**src/rtl/decode_stage.sv**
```systemverilog
// Decode stage: decodes RV32I-style instruction words into a small circular FIFO.
// Optional macro DECODE_RV64_W_EN adds the RV64 OP-IMM-32 / OP-32 word opcodes.
module decode_stage #(
  parameter int XLEN  = 32,
  parameter int DEPTH = 2
) (
  input  logic            clk,
  input  logic            rst,
  input  logic            flush,
  input  logic            in_valid,
  input  logic [31:0]     in_instr,
  input  logic [XLEN-1:0] in_pc,
  output logic            in_ready,
  output logic            out_valid,
  input  logic            out_ready,
  output logic [2:0]      out_type,
  output logic [4:0]      out_rs1,
  output logic [4:0]      out_rs2,
  output logic [4:0]      out_rd,
  output logic [2:0]      out_funct3,
  output logic [6:0]      out_funct7,
  output logic [XLEN-1:0] out_imm,
  output logic [XLEN-1:0] out_pc,
  output logic            out_reg_write,
  output logic            out_mem_read,
  output logic            out_mem_write,
  output logic            out_branch,
  output logic            out_jump,
  output logic            out_illegal
);

  localparam int AW = $clog2(DEPTH);

  localparam logic [2:0] T_R = 3'd0, T_I = 3'd1, T_S = 3'd2, T_SB = 3'd3,
                         T_UJ = 3'd4, T_U = 3'd5, T_NONE = 3'd7;

  localparam logic [6:0] OP_LOAD   = 7'b0000011, OP_IMM   = 7'b0010011,
                         OP_JALR   = 7'b1100111, OP_SYSTEM = 7'b1110011,
                         OP_REG    = 7'b0110011, OP_STORE = 7'b0100011,
                         OP_BRANCH = 7'b1100011, OP_JAL   = 7'b1101111,
                         OP_LUI    = 7'b0110111, OP_AUIPC = 7'b0010111,
                         OP_IMM32  = 7'b0011011, OP_REG32 = 7'b0111011;

  typedef struct packed {
    logic [2:0]      typ;
    logic [4:0]      rs1;
    logic [4:0]      rs2;
    logic [4:0]      rd;
    logic [2:0]      f3;
    logic [6:0]      f7;
    logic [XLEN-1:0] imm;
    logic [XLEN-1:0] pc;
    logic            rw;
    logic            mr;
    logic            mw;
    logic            br;
    logic            jmp;
    logic            ill;
  } entry_t;

  entry_t        dec;
  logic [31:0]   imm32;
  entry_t        mem_q [DEPTH];
  logic [AW-1:0] wr_ptr_q, rd_ptr_q;
  logic [AW:0]   count_q, count_d;
  logic          ready_q, valid_q;
  logic          push, pop;

  always_comb begin
    dec     = '0;
    imm32   = '0;
    dec.rs1 = in_instr[19:15];
    dec.rs2 = in_instr[24:20];
    dec.rd  = in_instr[11:7];
    dec.f3  = in_instr[14:12];
    dec.f7  = in_instr[31:25];
    dec.pc  = in_pc;
    dec.typ = T_NONE;
    case (in_instr[6:0])
      OP_LOAD:              begin dec.typ = T_I;  dec.rw = 1'b1; dec.mr = 1'b1; end
      OP_IMM, OP_SYSTEM:    begin dec.typ = T_I;  dec.rw = 1'b1; end
      OP_JALR:              begin dec.typ = T_I;  dec.rw = 1'b1; dec.jmp = 1'b1; end
      OP_REG:               begin dec.typ = T_R;  dec.rw = 1'b1; end
      OP_STORE:             begin dec.typ = T_S;  dec.mw = 1'b1; end
      OP_BRANCH:            begin dec.typ = T_SB; dec.br = 1'b1; end
      OP_JAL:               begin dec.typ = T_UJ; dec.rw = 1'b1; dec.jmp = 1'b1; end
      OP_LUI, OP_AUIPC:     begin dec.typ = T_U;  dec.rw = 1'b1; end
`ifdef DECODE_RV64_W_EN
      OP_IMM32:             begin dec.typ = T_I;  dec.rw = 1'b1; end
      OP_REG32:             begin dec.typ = T_R;  dec.rw = 1'b1; end
`endif
      default:              dec.ill = 1'b1;
    endcase

    // Every legal opcode ends in 2'b11; this catches compressed encodings explicitly.
    if (in_instr[1:0] != 2'b11) dec.ill = 1'b1;

    case (dec.typ)
      T_I:     imm32 = {{20{in_instr[31]}}, in_instr[31:20]};
      T_S:     imm32 = {{20{in_instr[31]}}, in_instr[31:25], in_instr[11:7]};
      T_SB:    imm32 = {{19{in_instr[31]}}, in_instr[31], in_instr[7],
                        in_instr[30:25], in_instr[11:8], 1'b0};
      T_UJ:    imm32 = {{11{in_instr[31]}}, in_instr[31], in_instr[19:12],
                        in_instr[20], in_instr[30:21], 1'b0};
      T_U:     imm32 = {in_instr[31:12], 12'b0};
      default: imm32 = '0;
    endcase

    if (dec.ill) begin
      dec.typ = T_NONE;
      dec.rw  = 1'b0;
      dec.mr  = 1'b0;
      dec.mw  = 1'b0;
      dec.br  = 1'b0;
      dec.jmp = 1'b0;
      imm32   = '0;
    end
    dec.imm = XLEN'($signed(imm32));
  end

  assign push = in_valid  & ready_q;
  assign pop  = out_ready & valid_q;

  always_comb begin
    count_d = count_q;
    case ({push, pop})
      2'b10:   count_d = count_q + 1'b1;
      2'b01:   count_d = count_q - 1'b1;
      default: count_d = count_q;
    endcase
  end

  // Ready/valid are registered copies of the next count, so out_ready never reaches in_ready.
  always_ff @(posedge clk) begin
    if (rst || flush) begin
      wr_ptr_q <= '0;
      rd_ptr_q <= '0;
      count_q  <= '0;
      valid_q  <= 1'b0;
      ready_q  <= 1'b1;
    end else begin
      if (push) wr_ptr_q <= wr_ptr_q + 1'b1;
      if (pop)  rd_ptr_q <= rd_ptr_q + 1'b1;
      count_q <= count_d;
      valid_q <= (count_d != '0);
      ready_q <= (count_d < (AW+1)'(DEPTH));
    end
  end

  always_ff @(posedge clk) begin
    if (push && !rst && !flush) mem_q[wr_ptr_q] <= dec;
  end

  entry_t head;
  assign head = mem_q[rd_ptr_q];

  assign in_ready      = ready_q;
  assign out_valid     = valid_q;
  assign out_type      = head.typ;
  assign out_rs1       = head.rs1;
  assign out_rs2       = head.rs2;
  assign out_rd        = head.rd;
  assign out_funct3    = head.f3;
  assign out_funct7    = head.f7;
  assign out_imm       = head.imm;
  assign out_pc        = head.pc;
  assign out_reg_write = head.rw;
  assign out_mem_read  = head.mr;
  assign out_mem_write = head.mw;
  assign out_branch    = head.br;
  assign out_jump      = head.jmp;
  assign out_illegal   = head.ill;

endmodule
```
**config.mk**
```make
export PLATFORM = sky130hd
export DESIGN_NAME = decode_stage
export DESIGN_NICKNAME = d
export VERILOG_FILES = /design/src/rtl/decode_stage.sv
export SDC_FILE = /design/constraint.sdc
export NUM_CORES = 1
export LEC_CHECK = 0
export ABC_AREA = 1
export CORE_MARGIN = 2
export CORE_UTILIZATION = 40
export CTS_CLUSTER_DIAMETER = 30
export CTS_CLUSTER_SIZE = 10
export DETAILED_ROUTE_END_ITERATION = 8
export SLEW_MARGIN = 20
export SYNTH_ARGS = -nofsm -noshare
export SYNTH_HDL_FRONTEND = slang
export SYNTH_SLANG_ARGS = --single-unit
export TNS_END_PERCENT = 10
```
**constraint.sdc**
```tcl
create_clock -name clk -period 12.7 [get_ports clk]
set_input_delay 2.54 -clock clk [delete_from_list [all_inputs] [get_ports clk]]
set_output_delay 2.54 -clock clk [all_outputs]
set_load 0.02 [all_outputs]
```
Word level (Yosys, flattened, before mapping)
Memory sizes are Yosys's and may differ from the RTL's. A register that Yosys moved wholly into a read port is not among the register bits.
Index checks and enable logic that the tools add are counted.
{ "word_totals": {"regBits": 6, "latch_bits": 0, "ram_bits": 196, "mem_bits_ro": 0, "inputBits": 69, "out_inout_bits": 100, "elab_cells": 59, "mem_count": 1} }
{ "classes": {"n_addsub": 4, "multipliers": 0, "div": 0, "n_lt_le_gt_ge": 1, "eq_ne": 18, "n_shift": 0, "mux": 17, "n_bitwise": 2, "n_reduce_logical": 11} }
{ "memory_table": {"columns": ["memory", "words", "width", "read_ports", "rd_clocked_by_memory_dff", "write_ports", "line_no", "source"], "rows": [
  ["mem_q", 2, 98, 1, 1, 1, "63", "entry_t mem_q [DEPTH];"]
]} }
{ "op_table": {"columns": ["op", "n"], "rows": [
  ["one-hot mux 32 bit (5 select lines)", 1],
  ["2-to-1 mux 32 bit", 1],
  ["== test 7 bit, second input constant", 4],
  ["== test 7 x 6 -> 1 bit, second input constant", 3],
  ["one-hot mux 3 bit (6 select lines)", 1],
  ["== test 7 x 5 -> 1 bit, second input constant", 2],
  ["2-to-1 mux 1 bit", 11],
  ["OR reduction 10 bit", 1],
  ["OR reduction 8 bit", 1],
  ["== test 7 x 2 -> 1 bit, second input constant", 1],
  ["== test 3 x 2 -> 1 bit, second input constant", 2],
  ["== test 3 bit, second input constant", 2],
  ["2-to-1 mux 5 bit", 1],
  ["one-hot mux 2 bit (2 select lines)", 1],
  ["OR reduction 2 bit", 2],
  ["OR reduction 4 bit", 1],
  ["== test 3 x 1 -> 1 bit, second input constant", 1],
  ["2-to-1 mux 3 bit", 1],
  ["adder 1 bit, second input constant", 2],
  ["adder 2 x 1 -> 2 bit, second input constant", 1],
  ["bitwise AND 1 bit", 2],
  ["== test 2 x 1 -> 1 bit, second input constant", 1],
  ["== test 2 bit, second input constant", 1],
  ["logical AND 1 bit", 2],
  ["6 further kinds", 7]
]} }

Longest topological paths before layout
{ "logic_depth": {"ltp_word": 6, "mapped_depth": 18, "ltp_nobuf": 18} }

Worst setup path after synthesis
OpenSTA, ideal clock, no wires.
{ "synth_timing": {"path_type": "input to register", "startpoint": "input port rst", "endpoint": "memory mem_q[1][0] (netlist bit), enable pin", "setup_ps": 675, "arrival_ps": 9401, "required_time_ps": 12025, "path_slack_ps": 2625, "path_stages": 3, "path_buffers": 0, "path_cell_list": "nor2_1 > inv_1 > nor3_1"} }
{ "synth_between": {"elab_chain_len": 5} }
{ "synth_rtl": {"columns": ["element", "line_no", "source"], "rows": [
  ["from (decl)", "8", "input logic rst,"],
  ["zero test 1 bit", "151", "if (push && !rst && !flush) mem_q[wr_ptr_q] <= dec;"],
  ["logical AND 1 bit (2 in a row)", "151", null],
  ["2-to-1 mux 1 bit", "151", null],
  ["2-to-1 mux 1 bit (not written as such)", "151", null],
  ["to (decl)", "63", null]
]} }
Every way passes these cells.

==> flow_summary_export.csv <==
group,metric,value,unit
logic_synthesis,synth_cells,519,
grt,antenna_found_initial,0,
final_layout,fillerInstances,1625,
critical_path,cp_data_required_time,10.16,ns
logic_synthesis,ys_seq_elements,203,
critical_path,worstSetupPathType,"reg2out",
final_layout,syn_to_final_growth,43.2,%
critical_path,crit_buf_inv,2,
critical_path,setup.worst_path.end_class,"output port",
floorplan,start_util,40.7,%
logic_synthesis,synth_compound_area_share,0.881,%
logic_synthesis,ys_types,30,
clock_network,clk_latency,0.52,ns
pwr,power,0.00202,W
floorplan,dieArea,0.0218,mm2
critical_path,r2r_end,"mem_q[0][79]",
critical_path,ff2ff_setup_slack,10.14,ns
route,route.met2.wl,8210,um
critical_path,cp-start-kind,"flip-flop",
final_layout,antenna_cells,0,
hold_path,min_to,"wr_ptr_q",
logic_synthesis,yosys.area_share.simple,9.26,%
route,wl_met1,7770,um
critical_path,cp_slowest_cell,"buf_6",
logic_synthesis,syn_avg_cell_area,15.9,um2
critical_path,crit_family,"buffers and inverters",
clock_network,cts-buffers-inserted,47,
logic_synthesis,muxShareOfSynthArea,13.4,%
route,post-route-drc-count,0,
sta,worst_slew_margin_rel,34.2,%
placed_design,dpl.hpwl,11300,um
final_layout,mostFrequentLayoutCell,"edfxtp_1",
route,wl_met3,1380,um
sta,period_share,41.6,%
placed_design,place.gp.congestion,0.806,
route,post_drt_via_cell_ratio,4.78,
clock_network,cts-resized-gates,0,
final_layout,final_util,58.3,%
floorplan,die_x,148,um
route,final_antenna_net_count,0,
route,drtIter0Drc,220,
run_status,status,"completed",
logic_synthesis,yosys_warnings,0,
logic_synthesis,syn_area,0.00824,mm2
critical_path,worstPathArrival,2.74,ns
pwr,ir_worst_vdd,0.0945,mV
critical_path,cp_max_fo,78,
clock_network,cts_setup_buffers,0,
hold_path,hold_path.class,"reg2reg",
critical_path,r2r_cells,4,
route,vias,4928,
logic_synthesis,synthXorXnorAreaFrac,0.213,%
floorplan,io_pins,169,
route,first_pass_iters,4,
clock_network,ctsHoldBuffers,0,
logic_synthesis,synth_top_family_by_area,"multiplexers",
sta,hold_viol,0,
pwr,power_density,171,mW/mm2
critical_path,cpPeakStageDelay,0.62,ns
sta,max_freq,0.189,GHz
floorplan,die_h,148,um
sta,holdWs,0.491,ns
sta,worst_clock_skew,0.00692,ns
grt,grt_pass1_vias,5248,
clock_network,htree_levels,2,
run,drv_cap,0,
sta,setup_viol,0,
hold_path,min_path_cells,2,
clock_network,cts_tree,"done",
grt,grt_overflow,0,
critical_path,worstPathCellList,"buf_6, mux2_2, clkdlybuf4s50_1",
sta,worstMarginPinSlew,0.987,ns
logic_synthesis,ys_seq_area_share,73.1,%
route,top_layer,"met4",
grt,grt_first_pass_wirelength,27700,um
clock_network,clockBufferDepth,3,
route,wire_per_inst,17.1,um
pwr,leakage,4.33,nW
sta,rsz0062_at_grt,"no",
final_layout,mostFrequentLayoutCells,"196 x edfxtp_1, 168 x clkdlybuf4s50_1, 98 x mux2_2, 72 x nand2_1, 48 x clkbuf_16",
route,route.final.wire_length,17600,um
sta,setup_total_negative_slack,0,ns
sta,slew_viol_final,0,
clock_network,clk_pin_slew,0.04,ns
clock_network,clock-sinks,203,
logic_synthesis,synthAdderAreaFrac,0.304,%
critical_path,r2r-start,"wr_ptr_q",
final_layout,nets,796,
floorplan,rows,52,
grt,grt_max_degree,79,
placed_design,portBuffers,168,
final_layout,drive_above_1_share,29.3,%
logic_synthesis,synth_nets,590,
hold_path,hp-start,"wr_ptr_q",
grt,grt_use_total,16.3,%
clock_network,cts_root_buf,"clkbuf_16",
floorplan,core_area,0.0202,mm2
sta,post-route-min-period,5.28,ns
[kinds of logic (layout without fill, tap and decap cells)]
group,Yosys count,count (layout)
DFF,203,203
xor gates and xnor gates,2,2
muxes,98,98
adders and majority gates,2,2
AOI/OAI and AO/OA,10,10
and+or+nand+nor,150,150
buffers and inverters,54,295
[worst reg2reg max path, cell delays in order (launching register included)]
cell	delay [ns]
dfxtp_1	0.31
inv_1	0.09
nand3_1	0.14
nor2_4	0.69
buf_4	0.90
[report_power, final]
group	switching [W]	internal [W]
clock	0.000358	0.000806
combinational	0.0000529	0.0000514
sequential	0.00000313	0.000746
[flip-flops by register name (all words and copies together), names as in the netlist, named ones only]
register	cells
mem_q	196
count_q	2
in_ready	1
out_valid	1
rd_ptr_q	1
wr_ptr_q	1
[layout make-up]
type	instances	area (um2)	share of cell area (%)
sequential	203	6030	51.1
multi-input combinational	262	1990	16.9
timing repair buffer	172	1720	14.5
clock buffer	51	1210	10.3
clock inverter	33	352	2.98
tap	270	338	2.86
inverter	39	154	1.30
[layer usage]
metal | up-vias | GRT usage [%]
li1 | 2302 | -
met1 | 2423 | 21.2
met2 | 181 | 25.7
met3 | 22 | 6.08
met4 | 0 | 4.95
met5 | - | 0
[how the worst max path moves through the flow]
stage,slack [ns],from,cells past startpoint,end
6_report,7.42,flip-flop,3,out_imm[12]
5_1_grt,7.25,flip-flop,3,out_funct7[6]
2_1_floorplan,2.62,rst,3,mem_q[1][0]
3_5_place_dp,7.31,rst,5,mem_q[0][55]
3_3_place_gp,7.39,rst,5,mem_q[0][55]
4_1_cts,7.08,flip-flop,3,out_funct7[6]
[through the flow]
step / std cells / cell area, um2 / setup WS (ns)
after floorplan: 519 / 8240 / 2.62
after global placement: 946 / 10200 / 7.39
after detailed placement: 946 / 10200 / 7.31
after CTS: 1030 / 11800 / 7.08
after global routing: 1030 / 11800 / 7.25
final: 1030 / 11800 / 7.42
[synth_stat cells, drive strengths merged]
cell / instances / share of area (%)
nor3: 3 / 0.24
buf: 6 / 0.52
a21oi: 3 / 0.18
nand2: 92 / 5.3
inv: 39 / 1.9
edfxtp: 196 / 71
ha: 2 / 0.30
xor2: 2 / 0.21
clkbuf: 9 / 0.41
o21ai: 4 / 0.33
a22oi: 1 / 0.091
nor2: 31 / 1.9
o2111ai: 1 / 0.18
mux2: 98 / 13
o211ai: 1 / 0.091
dfxtp: 7 / 1.7
nand3: 24 / 1.8
(Power assumes the default switching activity.)
